<file path="src/rtl/mem_access.sv">
// Memory-access pipeline stage: drives the data-memory req/ack port, extends load data, registers the writeback result.
// Optional macro MEM_MISALIGN_TRAP_EN: misaligned halfword/word accesses are abandoned with a bus_err pulse.
module mem_access #(
    parameter int WAIT_MAX = 15
) (
    input  logic        clk,
    input  logic        rst,
    input  logic [31:0] alu_result,
    input  logic [31:0] rs2E,
    input  logic        write_regE,
    input  logic [2:0]  info_loadE,
    input  logic [1:0]  info_storeE,
    input  logic [4:0]  dstreg_addrE,
    input  logic        dmem_ack,
    input  logic [31:0] dmem_rdata,
    output logic        dmem_req,
    output logic        dmem_we,
    output logic [31:0] dmem_addr,
    output logic [31:0] dmem_wdata,
    output logic [3:0]  dmem_be,
    output logic        stall_mem,
    output logic [31:0] forward_data_writemem,
    output logic        write_regM,
    output logic [4:0]  dstreg_addrM,
    output logic [31:0] wb_data,
    output logic        bus_err
);

    typedef enum logic {S_IDLE, S_WAIT} state_t;

    localparam logic [7:0] CNT_LAST = 8'(WAIT_MAX - 1);

    state_t      state;
    logic [7:0]  cnt;
    logic        is_store;
    logic        is_load;
    logic        trap;
    logic        access;
    logic        timeout;
    logic [1:0]  lane;
    logic [7:0]  rd_byte;
    logic [15:0] rd_half;
    logic [31:0] load_data;

    assign lane     = alu_result[1:0];
    assign is_store = |info_storeE;
    // A store wins over a load presented in the same cycle.
    assign is_load  = !is_store && (info_loadE >= 3'd1) && (info_loadE <= 3'd5);

`ifdef MEM_MISALIGN_TRAP_EN
    logic half_access;
    logic word_access;
    assign half_access = (info_storeE == 2'd2) || (is_load && (info_loadE == 3'd2 || info_loadE == 3'd5));
    assign word_access = (info_storeE == 2'd3) || (is_load && info_loadE == 3'd3);
    assign trap        = (half_access && lane[0]) || (word_access && lane != 2'd0);
`else
    assign trap = 1'b0;
`endif

    assign access  = (is_store || is_load) && !trap;
    // The timeout cycle itself retires the instruction, so it must not stall.
    assign timeout = (state == S_WAIT) && access && !dmem_ack && (cnt == CNT_LAST);

    assign dmem_req              = access && !rst;
    assign stall_mem             = dmem_req && !dmem_ack && !timeout;
    assign dmem_we               = is_store;
    assign dmem_addr             = {alu_result[31:2], 2'b00};
    assign forward_data_writemem = alu_result;

    always_comb begin
        dmem_be    = is_load ? 4'b1111 : 4'b0000;
        dmem_wdata = rs2E;
        case (info_storeE)
            2'd1: begin
                dmem_be    = 4'b0001 << lane;
                dmem_wdata = {4{rs2E[7:0]}};
            end
            2'd2: begin
                dmem_be    = 4'b0011 << lane;
                dmem_wdata = {2{rs2E[15:0]}};
            end
            2'd3: begin
                dmem_be    = 4'b1111;
                dmem_wdata = rs2E;
            end
            default: ;
        endcase
    end

    assign rd_byte = dmem_rdata[{lane, 3'b000} +: 8];
    assign rd_half = dmem_rdata[{lane[1], 4'b0000} +: 16];

    always_comb begin
        case (info_loadE)
            3'd1:    load_data = {{24{rd_byte[7]}}, rd_byte};
            3'd2:    load_data = {{16{rd_half[15]}}, rd_half};
            3'd4:    load_data = {24'b0, rd_byte};
            3'd5:    load_data = {16'b0, rd_half};
            default: load_data = dmem_rdata;
        endcase
    end

    // NOTE: sequential state uses non-blocking assignments so every register samples pre-edge values.
    always_ff @(posedge clk or posedge rst) begin
        if (rst) begin
            state <= S_IDLE;
            cnt   <= 8'd0;
        end else begin
            case (state)
                S_IDLE: begin
                    if (access && !dmem_ack) begin
                        state <= S_WAIT;
                        cnt   <= 8'd0;
                    end
                end
                S_WAIT: begin
                    if (!access || dmem_ack || timeout) state <= S_IDLE;
                    else                                cnt   <= cnt + 8'd1;
                end
                default: state <= S_IDLE;
            endcase
        end
    end

    always_ff @(posedge clk or posedge rst) begin
        if (rst) begin
            write_regM   <= 1'b0;
            dstreg_addrM <= 5'd0;
            wb_data      <= 32'd0;
            bus_err      <= 1'b0;
        end else begin
            bus_err <= timeout || trap;
            if (stall_mem) begin
                write_regM <= 1'b0;
            end else begin
                write_regM   <= write_regE && !is_store && !timeout && !trap;
                dstreg_addrM <= dstreg_addrE;
                wb_data      <= is_load ? load_data : alu_result;
            end
        end
    end

endmodule

</file>
<file path="config.mk">
export PLATFORM = sky130hd
export DESIGN_NAME = mem_access
export DESIGN_NICKNAME = d
export VERILOG_FILES = /design/src/rtl/mem_access.sv
export SDC_FILE = /design/constraint.sdc
export NUM_CORES = 1
export LEC_CHECK = 0
export ABC_AREA = 1
export CAP_MARGIN = 20
export CORE_MARGIN = 3
export CORE_UTILIZATION = 40
export DETAILED_ROUTE_END_ITERATION = 10
export GPL_TIMING_DRIVEN = 0
export PLACE_DENSITY = 0.88
export SYNTH_ARGS = -nofsm -noshare
export SYNTH_HDL_FRONTEND = slang
export SYNTH_SLANG_ARGS = --single-unit
</file>
<file path="constraint.sdc">
create_clock -name clk -period 2.3 [get_ports clk]
set_input_delay 0.345 -clock clk [delete_from_list [all_inputs] [get_ports clk]]
set_output_delay 0.345 -clock clk [all_outputs]
set_load 0.05 [all_outputs]
</file>
After elaboration in Yosys (flattened, before gate mapping)
Cells that the tools add are included.

cells by class
  shifts and indexed selects = 4
  bitwise gates (word level) = 1
  eq/ne operators = 10
  multiplexer cells = 12
  $add $sub $neg = 1
  reduce and logical (&&, ||, !) cells = 21
  magnitude comparators = 2

operators by type and width
  kind                   number
  $pmux W32 S4           1
  $pmux W32 S2           1
  $mux W32               1
  $shiftx A32 B6 Y16     1
  $shiftx A32 B6 Y8      1
  $mux W8                2
  $pmux W8 S2            1
  $pmux W4 S3            1
  $logic_and A1 B1 Y1    11
  $add A8 B1 Y8 const B  1
  $eq A8 B4 Y1 const B   1
  $eq A3 B3 Y1 const B   2
  $logic_not A1 Y1       5
  $eq A2 B2 Y1 const B   2
  $mux W4                1
  $ne A2 B2 Y1 const B   2
  $shl A1 B2 Y4 const A  1
  $shl A2 B2 Y4 const A  1
  $eq A3 B1 Y1 const B   1
  $eq A3 B2 Y1 const B   1
  $ge A3 B1 Y1 const B   1
  $le A3 B3 Y1 const B   1
  $logic_or A1 B1 Y1     3
  $mux W1                3
  other kinds (5)        5

storage, ports and cells
  flip-flop bits (word level) = 48
  input port bits = 110
  output and inout port bits = 142

Logic depth before layout (Yosys ltp)
  word-level depth = 11
  depth in mapped cells = 11
  gate-level depth less buffers = 10

Worst setup path after synthesis
Ideal clock, no wire load.

  path type = input port to output port
  start = in info_storeE[0]
  end = out dmem_wdata[12]
  slack = -0.228 ns
  required time = 1.955 ns
  stages on the path = 5
  arrival = 2.183 ns
  buffers on the path = 2
  path through = inv_1 ha_1 clkbuf_1 buf_1 o21ai_0

on the way
  cells in the longest elaborated chain, start to end = 2
  elaborated cells between the ends (all ways) = 3

RTL lines
  element                                       line  text
  start: declaration                            12    input logic [1:0] info_storeE,
  $eq A2 B2 Y1 or $eq A2 B1 Y1 (tied branches)  73    case (info_storeE)
  $pmux W32 S2 *                                73
  end: declaration                              19    output logic [31:0] dmem_wdata,

Every way passes the cells marked *; elsewhere a longest branch is shown, timed or not.

Worst setup path after layout
  start = in info_storeE[0]
  end = out dmem_be[3]

on the way
  cells in the longest elaborated chain, start to end = 6
  elaborated cells between the ends (all ways) = 9

RTL lines
  element                           line  text
  $reduce_or A2 Y1                  46    assign is_store = |info_storeE;
  $logic_not A1 Y1                  48    assign is_load = !is_store && (info_loadE >= 3'd1) && (info_loadE <= 3'd5);
  $logic_and A1 B1 Y1 (2 in a row)  48
  $mux W4                           71    dmem_be = is_load ? 4'b1111 : 4'b0000;
  $pmux W4 S3 *                     73
  end: declaration                  20    output logic [3:0] dmem_be,

Marked as above.

==> impl_metrics.ini <==
[yosys]
synth_seq_cells = 48
syn_area_um2 = 4494
syn_inst = 731
synth_edf_count = 0
ys_seq_area_frac = 0.2673
dominantRegCellSynth = dfrtp_1
netlist.area_leader.share = 0.2673
yosysTopAreaCell = dfrtp_1
ys_types = 33
yosys-top-cells-count = 233 x nand2_1, 92 x inv_1, 79 x buf_4
yosysWarningCount = 0
syn_avg_cell_area_um2 = 6.148
synth-async-reset-ratio = 1.000
yosysMostFrequentCell = nand2_1
synth_area_leaders = dfrtp_1 27%, nand2_1 19%, buf_4 13%

[sta]
post-route-period-util = 1.001
tightest_slew_ns = 0.5423
rsz0062_at_grt = true
finalCriticalPeriod_ns = 2.303
slew_violations = 0
hold_viol_final = 0
setup_viol = 1
finalClockSkew_ns = 0.01048
setup_ws_ns = -0.003421
slew-limit-headroom = 0.6373
max_freq_mhz = 434.1

[drt]
drc = 0
initialDrtViolationCount = 323
ant_nets = 0
num_vias = 5429
post_drt_via_cell_ratio = 4.792
wl_um = 16560
first_pass_iters = 5
post_drt_wl_per_cell_um = 14.61

[critical_path]
cp-start-kind = input pin
worst-path-max-fanout = 4
crit_type = input pin to output pin
r2r_cells = 12
rr_endpoint = wb_data[1]
crit_required_ns = 1.96
worstReg2RegStart = cnt[0]
arrival_ns = 1.96
endpoint_kind = output pin
r2r_slack_ns = 0.41

[cts]
cts_buffers = 5
cts_tree = built
cts_buffer_depth = 2
cts_sinks = 48
insertion_delay_ns = 0.30
cts_root_buf = clkbuf_8
htreeDepth = 2
hold_buffers = 0
path_clk_slew_ns = 0.10

[global_routing]
gr-max-usage-layer = met2
overflow = 0
antenna_found_initial = 0
met1_usage = 0.3319
grt_pass1_vias = 5252
grtUsageTotal = 0.2560
grt_pass1_wl_um = 26140
grt_use_met3 = 0.04022
grt_max_degree = 28
met2_usage = 0.4492

[floorplanning]
num_rows = 38
start_util = 0.4128
fp.dieH_um = 112
die_area_um2 = 12540
ios = 252
fp.dieW_um = 112
core_area_um2 = 10890

[outcome]
violations = setup timing
status = finished with violations

[power_and_ir_drop]
power_w = 0.003581
switching_power_w = 0.001643
switching_share = 0.4589
powerDensity_nw_per_um2 = 488.7
pwr-share-seq = 0.280
p_clk_frac = 0.154
p_leak_nw = 3.782
combinationalPowerShare = 0.565
irDropWorstVdd_mv = 0.2809
internal_power_w = 0.001938

[layout]
final_util = 0.6731
areaGrowthSynthToFinish_pct = 63.06
num_antenna_cells = 0
instances_no_fill = 1133
fillCellCount = 944
fin_nets = 1109
drive_above_1_share = 0.1863

[place]
gp_congestion = 0.9395
portBuffers = 248
hpwl_um = 13300
dp_cells = 1121

[worst_hold_path]
holdCritPathClass = input pin to async pin

[run]
maxCapViolations = 0
logic make-up (layout without fill, tap and decap cells):
| kind of cell | Yosys count | in the layout | synth area share |
|---|---|---|---|
| adders and majority gates | 7 | 7 | 0.01949 |
| and+or+nand+nor | 396 | 396 | 0.3717 |
| AOI/OAI and AO/OA | 76 | 76 | 0.09494 |
| other | 1 | 2 | 0.0008344 |
| buffers and inverters | 201 | 462 | 0.2419 |
| xor gates and xnor gates | 2 | 2 | 0.003898 |
| DFF | 48 | 48 | 0.2673 |
state kept, by name, summed over array words and instances (netlist names):
register      flops
wb_data          32
cnt               8
dstreg_addrM      5
bus_err           1
state             1
write_regM        1
power groups by stage:
stage	Sequential [W]	Combinational, W	Clock (W)
floorplan	0.00127	0.000999	0
global placement	0.00102	0.00198	0
detailed placement	0.00102	0.00200	0
CTS	0.00100	0.00200	0.000562
global route	0.00102	0.00215	0.000590
finish	0.00100	0.00202	0.000552
layout make-up:
class	count	area, µm²	share of cell area
Buffer	101	738.2	0.1007
Inverter	98	377.9	0.05156
Multi-Input combinational cell	483	2256	0.3078
Clock buffer	6	82.58	0.01127
Sequential cell	48	1201	0.1639
Clock inverter	2	13.76	0.001878
Timing Repair Buffer	255	2484	0.3389
Tap cell	140	175.2	0.02390
metrics by stage:
step | cell area [µm²] | hold slack (ns) | setup TNS [ns] | setup WS, ns
2_1_floorplan | 4498 | 0.4546 | -1.974 | -0.2210
3_3_place_gp | 7156 | 0.4622 | -43.35 | -1.318
3_5_place_dp | 7176 | 0.4663 | -31.96 | -1.075
4_1_cts | 7249 | 0.4850 | -0.08415 | -0.03563
5_1_grt | 7328 | 0.4394 | -0.3791 | -0.06489
6_report | 7328 | 0.4376 | -0.003421 | -0.003421
cell usage in the layout, fill, tap and decap left out, types with 2 or more instances in the layout:
| cell type | count |
|---|---|
| a21oi_1 | 22 |
| a31oi_1 | 3 |
| buf_2 | 20 |
| buf_4 | 99 |
| buf_6 | 12 |
| clkbuf_1 | 2 |
| clkbuf_2 | 2 |
| clkbuf_8 | 6 |
| clkdlybuf4s50_1 | 216 |
| conb_1 | 2 |
| dfrtp_1 | 48 |
| ha_1 | 5 |
| ha_4 | 2 |
| inv_1 | 88 |
| inv_2 | 7 |
| inv_4 | 2 |
| nand2_1 | 233 |
| nand2_2 | 3 |
| nand3_1 | 61 |
| nand3_2 | 2 |
| nand3b_1 | 2 |
| nand4_1 | 3 |
| nor2_1 | 70 |
| nor2_4 | 2 |
| nor3_1 | 3 |
| o21ai_0 | 15 |
| o21ai_1 | 13 |
| o21ai_2 | 2 |
| o22ai_1 | 15 |
| o31ai_1 | 2 |
| or2_2 | 16 |
| xor2_1 | 2 |
critical path: stages:
cell,delay (ns)
clkdlybuf4s50_1,0.48
inv_2,0.14
ha_4,0.18
inv_1,0.08
a21oi_4,0.18
buf_8,0.13
nand2_1,0.09
o21ai_1,0.15
buf_6,0.19
timing repair:
action,in CTS,in global routing
buffers inserted,3,3
pin swaps,1,2
endpoints found under the hold margin,0,0
resized for setup,195,26
endpoints found under the setup margin,31,24
gates cloned,0,0
worst max-delay path by stage:
stage | from | end | slack [ns] | depth (start not counted)
floorplan | info_storeE[0] | dmem_wdata[26] | -0.22 | 5
global placement | rst | dmem_req | -1.32 | 5
detailed placement | info_storeE[0] | dmem_wdata[9] | -1.08 | 8
CTS | info_storeE[0] | dmem_be[2] | -0.04 | 8
global route | info_storeE[0] | dmem_be[3] | -0.06 | 9
finish | info_storeE[0] | dmem_be[3] | -0.003 | 9
layer usage:
metal,up-vias,wire [µm]
met5,-,0
met4,0,350
met3,25,1192
met2,261,7917
met1,2426,7097
li1,2717,-
Power figures use the tool's default switching activity.
